==> src/rtl/string_hw_arbiter.sv <==
// -----------------------------------------------------------------------------
// string_hw_arbiter
//   Shares a single String_HW engine (0 compare, 1 to-upper, 2 to-lower,
//   3 reverse) between NUM_REQ requesters. A round-robin arbiter picks one
//   pending request in IDLE, latches its op code and operands onto the engine
//   bus, runs the go/done level handshake with a per-phase watchdog, and then
//   presents the registered result on the granted requester's response channel.
//
// Ports
//   clk, reset               clock; asynchronous active-low reset
//   req_valid/req_ready      per-requester request handshake (ready is a
//                            combinational one-hot accept strobe in IDLE)
//   req_index/req_a/req_b    per-requester op code and operands (packed lanes)
//   rsp_valid/rsp_ready      per-requester response handshake (valid one-hot)
//   rsp_result/rsp_error     shared registered response payload
//   eng_go/eng_index/eng_a/eng_b/eng_done/eng_result  String_HW engine bus
//   busy                     high in every state other than IDLE
// -----------------------------------------------------------------------------
module string_hw_arbiter #(
  parameter int unsigned NUM_REQ    = 2,
  parameter int unsigned MAX_BLOCKS = 2,
  parameter int unsigned TIMEOUT    = 64
) (
  input  logic                           clk,
  input  logic                           reset,
  input  logic [NUM_REQ-1:0]             req_valid,
  output logic [NUM_REQ-1:0]             req_ready,
  input  logic [NUM_REQ*4-1:0]           req_index,
  input  logic [NUM_REQ*32*MAX_BLOCKS-1:0] req_a,
  input  logic [NUM_REQ*32*MAX_BLOCKS-1:0] req_b,
  output logic [NUM_REQ-1:0]             rsp_valid,
  input  logic [NUM_REQ-1:0]             rsp_ready,
  output logic [32*MAX_BLOCKS-1:0]       rsp_result,
  output logic                           rsp_error,
  output logic                           eng_go,
  output logic [3:0]                     eng_index,
  output logic [32*MAX_BLOCKS-1:0]       eng_a,
  output logic [32*MAX_BLOCKS-1:0]       eng_b,
  input  logic                           eng_done,
  input  logic [32*MAX_BLOCKS-1:0]       eng_result,
  output logic                           busy
);

  localparam int unsigned SW = 32 * MAX_BLOCKS;
  localparam int unsigned GW = (NUM_REQ > 1) ? $clog2(NUM_REQ) : 1;
  localparam int unsigned TW = (TIMEOUT > 1) ? $clog2(TIMEOUT) : 1;
  localparam logic [3:0]  MAX_OP = 4'd3;

  typedef enum logic [1:0] {
    IDLE    = 2'd0,
    GO      = 2'd1,
    RELEASE = 2'd2,
    RESP    = 2'd3
  } state_e;

  state_e             state_q, state_d;
  logic [GW-1:0]      grant_q, grant_d;
  logic [GW-1:0]      last_grant_q, last_grant_d;
  logic [TW-1:0]      timer_q, timer_d;
  logic               eng_go_q, eng_go_d;
  logic [3:0]         eng_index_q, eng_index_d;
  logic [SW-1:0]      eng_a_q, eng_a_d;
  logic [SW-1:0]      eng_b_q, eng_b_d;
  logic [SW-1:0]      rsp_result_q, rsp_result_d;
  logic               rsp_error_q, rsp_error_d;
  logic [NUM_REQ-1:0] rsp_valid_q, rsp_valid_d;
  logic               busy_q, busy_d;

  // Per-requester views of the packed request lanes
  logic [3:0]    idx_arr [NUM_REQ];
  logic [SW-1:0] a_arr   [NUM_REQ];
  logic [SW-1:0] b_arr   [NUM_REQ];

  for (genvar gi = 0; gi < NUM_REQ; gi++) begin : g_lane
    assign idx_arr[gi] = req_index[4*gi +: 4];
    assign a_arr[gi]   = req_a[SW*gi +: SW];
    assign b_arr[gi]   = req_b[SW*gi +: SW];
  end

  // Round-robin search starting just after the last served requester
  logic          win_found;
  logic [GW-1:0] win_idx;
  logic [GW-1:0] cand;

  always_comb begin
    win_found = 1'b0;
    win_idx   = '0;
    cand      = '0;
    for (int unsigned k = 1; k <= NUM_REQ; k++) begin
      cand = GW'((32'(last_grant_q) + k) % NUM_REQ);
      if (!win_found && req_valid[cand]) begin
        win_found = 1'b1;
        win_idx   = cand;
      end
    end
  end

  // Accept strobe: only in IDLE and never while reset is asserted
  always_comb begin
    req_ready = '0;
    if (state_q == IDLE && win_found && reset) begin
      req_ready[win_idx] = 1'b1;
    end
  end

  // Next-state and datapath update
  always_comb begin
    state_d      = state_q;
    grant_d      = grant_q;
    last_grant_d = last_grant_q;
    timer_d      = timer_q;
    eng_go_d     = eng_go_q;
    eng_index_d  = eng_index_q;
    eng_a_d      = eng_a_q;
    eng_b_d      = eng_b_q;
    rsp_result_d = rsp_result_q;
    rsp_error_d  = rsp_error_q;

    case (state_q)
      IDLE: begin
        if (win_found) begin
          grant_d     = win_idx;
          eng_index_d = idx_arr[win_idx];
          eng_a_d     = a_arr[win_idx];
          eng_b_d     = b_arr[win_idx];
          timer_d     = '0;
          if (idx_arr[win_idx] <= MAX_OP) begin
            state_d  = GO;
            eng_go_d = 1'b1;
          end else begin
            // Unsupported op: answer with an error without touching the engine
            state_d      = RESP;
            rsp_error_d  = 1'b1;
            rsp_result_d = '0;
          end
        end
      end

      GO: begin
        if (eng_done) begin
          rsp_result_d = eng_result;
          rsp_error_d  = 1'b0;
          eng_go_d     = 1'b0;
          timer_d      = '0;
          state_d      = RELEASE;
        end else if (timer_q == TW'(TIMEOUT - 1)) begin
          rsp_result_d = '0;
          rsp_error_d  = 1'b1;
          eng_go_d     = 1'b0;
          timer_d      = '0;
          state_d      = RELEASE;
        end else begin
          timer_d = timer_q + TW'(1);
        end
      end

      RELEASE: begin
        // Wait for the engine to drop done so the next job starts clean
        if (!eng_done) begin
          timer_d = '0;
          state_d = RESP;
        end else if (timer_q == TW'(TIMEOUT - 1)) begin
          rsp_result_d = '0;
          rsp_error_d  = 1'b1;
          timer_d      = '0;
          state_d      = RESP;
        end else begin
          timer_d = timer_q + TW'(1);
        end
      end

      RESP: begin
        if (rsp_ready[grant_q]) begin
          last_grant_d = grant_q;
          timer_d      = '0;
          state_d      = IDLE;
        end
      end

      default: begin
        state_d  = IDLE;
        eng_go_d = 1'b0;
      end
    endcase
  end

  // Registered status outputs derived from the upcoming state
  always_comb begin
    busy_d      = (state_d != IDLE);
    rsp_valid_d = '0;
    if (state_d == RESP) begin
      rsp_valid_d[grant_d] = 1'b1;
    end
  end

  // State and datapath registers
  always_ff @(posedge clk or negedge reset) begin
    if (!reset) begin
      state_q      <= IDLE;
      grant_q      <= '0;
      last_grant_q <= GW'(NUM_REQ - 1);
      timer_q      <= '0;
      eng_go_q     <= 1'b0;
      eng_index_q  <= '0;
      eng_a_q      <= '0;
      eng_b_q      <= '0;
      rsp_result_q <= '0;
      rsp_error_q  <= 1'b0;
      rsp_valid_q  <= '0;
      busy_q       <= 1'b0;
    end else begin
      state_q      <= state_d;
      grant_q      <= grant_d;
      last_grant_q <= last_grant_d;
      timer_q      <= timer_d;
      eng_go_q     <= eng_go_d;
      eng_index_q  <= eng_index_d;
      eng_a_q      <= eng_a_d;
      eng_b_q      <= eng_b_d;
      rsp_result_q <= rsp_result_d;
      rsp_error_q  <= rsp_error_d;
      rsp_valid_q  <= rsp_valid_d;
      busy_q       <= busy_d;
    end
  end

  assign eng_go     = eng_go_q;
  assign eng_index  = eng_index_q;
  assign eng_a      = eng_a_q;
  assign eng_b      = eng_b_q;
  assign rsp_result = rsp_result_q;
  assign rsp_error  = rsp_error_q;
  assign rsp_valid  = rsp_valid_q;
  assign busy       = busy_q;

endmodule

==> config.mk <==
export PLATFORM = sky130hd
export DESIGN_NAME = string_hw_arbiter
export DESIGN_NICKNAME = d
export VERILOG_FILES = /design/src/rtl/string_hw_arbiter.sv
export SDC_FILE = /design/constraint.sdc
export NUM_CORES = 1
export LEC_CHECK = 0
export ABC_AREA = 1
export CORE_AREA = 2 2 210 212
export DETAILED_ROUTE_END_ITERATION = 8
export DIE_AREA = 0 0 212 214
export DONT_BUFFER_PORTS = 1
export SLEW_MARGIN = 20
export SYNTH_ARGS = -nofsm -noshare
export SYNTH_HDL_FRONTEND = slang
export SYNTH_SLANG_ARGS = --single-unit
==> constraint.sdc <==
create_clock -name clk -period 3.4 [get_ports clk]
set_input_delay 0.68 -clock clk [delete_from_list [all_inputs] [get_ports clk]]
set_output_delay 0.68 -clock clk [all_outputs]
set_load 0.01 [all_outputs]
==> flow_summary_export.csv, run 1 <==
group,metric,value,unit
yosys,synthesis.nets,1670,
yosys,syn_avg_cell_area,7.59,um2
clock_tree,clockBufferDepth,3,
cells_and_area,final_common_cell,"nand2_1",
timing,min_period,2.96,ns
route,num_vias,8804,
cells_and_area,layout_common_cells,"nand2_1 (616), dfrtp_1 (210), nor2_1 (146)",
timing,setup-tns-final,0,ns
pwr,combPwrFrac,31.2,%
worst_setup_path,regToRegStartpoint,"state_q[1]",
pwr,power_density,993,mW/mm2
worst_setup_path,reg2regPathDepth,9,
pwr,p_leak,5.04,nW
cells_and_area,final_cell_area,0.0114,mm2
worst_setup_path,reg2reg_slack,0.97,ns
cells_and_area,fin_nets,1621,
pwr,swShare,43.6,%
floorplan,fp.dieH,214,um
worst_setup_path,cp_data_arrival_time,2.28,ns
cells_and_area,drive_gt1_share,5.10,%
clock_tree,clkSlewWorstSetupHoldPaths,0.06,ns
pwr,power.switching,4.95,mW
route,dr.pass1.iters,7,
pwr,ir_drop,0.475,mV
timing,tightest_slew,0.984,ns
route,ant_nets,0,
global_route,antenna_found_initial,6,
floorplan,die_w,212,um
timing,timing.final.crit_share,87.0,%
timing,holdWs,-0.152,ns
timing,fin_skew,0.0251,ns
status,status,"complete, but fails checks",
floorplan,initial_core_util,23.5,%
placement,portBuffers,0,
worst_setup_path,cp-start-kind,"flip-flop",
timing,hold_viol,210,
floorplan,ioPinCount,538,
route,avgViaCountPerCell,4.67,
yosys,synth_cells,1328,
route,drt-total-wl,33800,um
clock_tree,clock_latency,0.54,ns
placement,placed_area,0.0106,mm2
global_route,grt_max_degree,214,
timing,slew_headroom,34.4,%
clock_tree,cts_resized,0,
worst_setup_path,crit_fanout,128,
clock_tree,cts_tree,"yes",
status,failed_checks,"negative hold slack",
floorplan,die_area,0.0454,mm2
clock_tree,numCtsBuffers,24,
worst_setup_path,r2r_end,"rsp_result[39]",
timing,finalSetupViolCount,0,
worst_setup_path,critPathKind,"reg2out",
floorplan,rows,76,
clock_tree,post_cts_buffers,0,
cells_and_area,area_delta_synth_final,13.5,%
pwr,p_int,6.41,mW
pwr,seqPwrFrac,45.2,%
yosys,synth_area,0.0101,mm2
worst_hold_path,hold_class,"in2async",
placement,gp_congestion,0.874,
pwr,p_clk_share,23.7,%
worst_setup_path,endpoint_kind,"output port",
yosys,synth_seq_area_share,52.4,%
clock_tree,clock_sinks,211,
yosys,ys_ff_latch,211,
clock_tree,cts_root_buf,"clkbuf_16",
job,maxCapViolCount,0,
route,drc,0,
worst_setup_path,cp_data_required_time,2.72,ns
global_route,grt_pass1_wl,50600,um
global_route,track_usage,14.1,%
yosys,synth.distinct_cells,28,
timing,drv_slew,0,
global_route,grt_pass1_vias,8540,
floorplan,core,0.0429,mm2
yosys,ys_warn_count,0,
global_route,grt_remaining_overflow,0,
route,wl_per_cell,17.9,um
clock_tree,h-tree-depth,1,
placement,dp.final_hpwl,24900,um
route,drtIter0Drc,849,
timing,max_freq,0.338,GHz
timing,rsz0062_at_grt,"false",
[synth_stat cells (all sizes together)]
master / instances / area share, %
nand2: 617 / 23
o21bai: 1 / 0.074
or2: 1 / 0.062
o21ai: 80 / 4.1
clkbuf: 37 / 1.4
nor2: 148 / 5.6
o21a: 1 / 0.074
nor3: 2 / 0.099
a31oi: 130 / 8.1
nand3: 6 / 0.30
buf: 54 / 2.5
inv: 21 / 0.78
ha: 7 / 0.87
o22ai: 3 / 0.19
dfrtp: 210 / 52
a21oi: 3 / 0.15
xor2: 1 / 0.087
dfstp: 1 / 0.26
xnor2: 1 / 0.087
nand4: 3 / 0.19
clkinv: 1 / 0.037
[worst max-delay path, cell delays in order, from the launching register on]
cell and delay [ns]:
dfstp_2 0.53, nand2_1 0.08, nand2_4 0.16, buf_12 0.39, inv_4 0.22, nor2_1 0.25
[layout make-up]
type,count,area [um2]
diodes,4,10.0
clock buffers,33,684
clock inverters,9,131
fillers,4655,31400
inverters,22,85.1
multi-input cells,1004,4350
flip-flops and latches,211,5280
well taps,585,732
repair buffers,16,170
[power groups by stage]
stage          Clock, mW  Sequential [mW]  Combinational [mW]
2_1_floorplan          0             4.68                2.91
3_3_place_gp           0             5.18                3.45
3_5_place_dp           0             5.17                3.57
4_1_cts             2.77             5.15                3.56
5_1_grt             2.87             5.28                4.07
6_report            2.69             5.13                3.54
[worst max-delay path by stage]
| stage | start | endpoint |
|---|---|---|
| final | last_grant_q | req_ready[0] |
| after global placement | req_valid[0] | req_ready[0] |
| after CTS | last_grant_q | req_ready[0] |
| after global routing | last_grant_q | req_ready[0] |
| after detailed placement | req_valid[0] | req_ready[0] |
| after floorplan | state_q[0] | req_ready[0] |
[layer usage]
metal	routed length, um	global-route usage [%]
met4	1060	5.14
met5	22	0
met3	3950	5.66
met2	15800	23.7
met1	13000	16.2
[sequential cells by signal, summed over array words and instances (netlist names)]
signal / flops
last_grant_q: 1
eng_b: 64
grant_q: 1
rsp_error: 1
busy: 1
rsp_result: 64
state_q: 2
rsp_valid: 2
eng_index: 4
eng_go: 1
timer_q: 6
eng_a: 64
[metrics by stage]
stage	util, %	instances	total power, mW	setup slack [ns]
floorplan	-	1328	7.59	1.06
detailed placement	24.8	1838	8.74	0.838
CTS	26.7	1880	11.5	0.386
global placement	24.8	1838	8.63	0.869
finish	26.7	1884	11.4	0.441
global route	26.7	1883	12.2	0.284
[kinds of logic (layout without fill, tap and decap cells)]
family,count (synthesis),after routing,share of synthesized area (%)
buffers and inverters,113,80,4.74
and+or+nand+nor,777,777,29.2
xor gates and xnor gates,2,2,0.174
adders and majority gates,7,7,0.868
other,0,4,0
DFF,211,211,52.4
AOI/OAI and AO/OA,218,218,12.6
Power figures use the tool's default switching activity.
==> inputs of run 2 (changes only) <==
--- a/config.mk
+++ b/config.mk
@@ -7,6 +7,7 @@
 export LEC_CHECK = 0
 export ABC_AREA = 1
 export CORE_AREA = 2 2 210 212
+export CTS_CLUSTER_SIZE = 10
 export DETAILED_ROUTE_END_ITERATION = 8
 export DIE_AREA = 0 0 212 214
 export DONT_BUFFER_PORTS = 1
==> run 2 against run 1 <==
  * The flow still finishes with violations (negative hold slack)
  * Sequential power is essentially flat
  * Worst hold slack got worse by 0.0025 ns
  * Non-clock buffer count unchanged
  * Utilization is 0.093 points lower
  * Combinational power about the same
==> flow_summary_export.csv, run 2 (synthesized netlist as in run 1, its figures left out) <==
group,metric,value,unit
route,dr.pass1.iters,5,
pwr,ir_drop,0.519,mV
timing,drv_slew,0,
cells_and_area,layout_common_cells,"nand2_1 (616), dfrtp_1 (210), nor2_1 (146)",
floorplan,rows,76,
worst_setup_path,crit_fanout,128,
timing,setup-tns-final,0,ns
status,status,"complete, but fails checks",
status,failed_checks,"negative hold slack",
floorplan,die_w,212,um
clock_tree,cts_tree,"yes",
timing,rsz0062_at_grt,"false",
route,avgViaCountPerCell,4.67,
clock_tree,clock_latency,0.54,ns
clock_tree,clockBufferDepth,3,
cells_and_area,fin_nets,1623,
placement,gp_congestion,0.874,
pwr,p_leak,5.01,nW
timing,tightest_slew,0.957,ns
worst_setup_path,cp_data_arrival_time,2.27,ns
route,drc,0,
cells_and_area,area_delta_synth_final,13.1,%
global_route,track_usage,14.3,%
timing,hold_viol,210,
worst_setup_path,endpoint_kind,"output port",
pwr,power_density,983,mW/mm2
timing,finalSetupViolCount,0,
floorplan,initial_core_util,23.5,%
global_route,grt_pass1_vias,8532,
worst_hold_path,hold_class,"in2async",
clock_tree,clkSlewWorstSetupHoldPaths,0.06,ns
floorplan,core,0.0429,mm2
global_route,grt_remaining_overflow,0,
route,drtIter0Drc,883,
timing,fin_skew,0.0157,ns
worst_setup_path,critPathKind,"reg2out",
clock_tree,h-tree-depth,1,
cells_and_area,drive_gt1_share,4.62,%
clock_tree,cts_resized,0,
clock_tree,clock_sinks,211,
placement,dp.final_hpwl,24900,um
worst_setup_path,cp-start-kind,"flip-flop",
global_route,grt_pass1_wl,50900,um
route,num_vias,8821,
route,drt-total-wl,33900,um
floorplan,die_area,0.0454,mm2
job,maxCapViolCount,0,
timing,holdWs,-0.154,ns
route,wl_per_cell,17.9,um
floorplan,fp.dieH,214,um
timing,min_period,2.95,ns
timing,max_freq,0.339,GHz
worst_setup_path,cp_data_required_time,2.72,ns
timing,timing.final.crit_share,86.7,%
clock_tree,numCtsBuffers,26,
placement,portBuffers,0,
cells_and_area,final_common_cell,"nand2_1",
timing,slew_headroom,36.2,%
route,ant_nets,0,
clock_tree,cts_root_buf,"clkbuf_16",
floorplan,ioPinCount,538,
cells_and_area,fin_util,26.6,%
global_route,grt_max_degree,214,
clock_tree,post_cts_buffers,0,
global_route,antenna_found_initial,8,
## run 2: cell types whose count changed in the layout (fill, tap and decap cells not counted)
cell | before | now
clkbuf_8 | 5 | 3
diode_2 | 4 | 6
clkbuf_1 | 4 | 14
clkbuf_16 | 24 | 26
clkinv_2 | 5 | 2
bufinv_16 | 3 | 0
## run 2: critical path, cell delays in order, from the launching register on
cell and delay (ns):
dfstp_2 0.53, nand2_1 0.08, nand2_4 0.16, buf_12 0.38
inv_4 0.22, nor2_1 0.25
## run 2: path summary, 6_finish.rpt
path | start | end | slack (ns) | cells past startpoint
max | last_grant_q | req_ready[0] | 0.45 | 5
min | reset | rsp_result[44] | -0.15 | 0
max reg2reg | state_q[1] | rsp_result[39] | 1.00 | 9
min reg2reg | timer_q[1] | timer_q[1] | 0.52 | 2
max in group asynchronous | reset | last_grant_q | 3.19 | 0
min in group clk | req_b[81] | eng_b[17] | 0.28 | 2
## run 2: area by class of cell
type | count | area (um2)
diodes | 6 | 15.0
clock buffers | 43 | 744
clock inverters | 3 | 26.3
fillers | 4665 | 31500
inverters | 22 | 85.1
multi-input cells | 1004 | 4350
flip-flops and latches | 211 | 5280
well taps | 585 | 732
repair buffers | 16 | 170
## run 2: power breakdown
| part | total, mW | internal (mW) | switching, mW |
|---|---|---|---|
| registers | 5.14 | 3.59 | 1.54 |
| clock network | 2.53 | 1.48 | 1.05 |
| logic | 3.54 | 1.19 | 2.35 |
| total | 11.2 | 6.26 | 4.95 |
## run 2: per-layer routing
metal | vias to the layer above | routed length, um | GRT usage [%]
met5 | - | 22 | 0
li1 | 4206 | - | -
met2 | 448 | 15500 | 23.0
met4 | 4 | 1340 | 6.71
met1 | 4082 | 12700 | 16.1
met3 | 81 | 4330 | 6.25
## run 2: stage by stage
step	power (mW)	setup WS (ns)	hold WS (ns)	std cells	cell area, um2
5_1_grt	12.1	0.280	-0.197	1889	11400
3_5_place_dp	8.74	0.838	0.389	1838	10600
3_3_place_gp	8.63	0.869	0.389	1838	10600
2_1_floorplan	7.59	1.06	0.384	1328	10100
4_1_cts	11.4	0.374	-0.201	1884	11400
6_report	11.2	0.451	-0.154	1890	11400
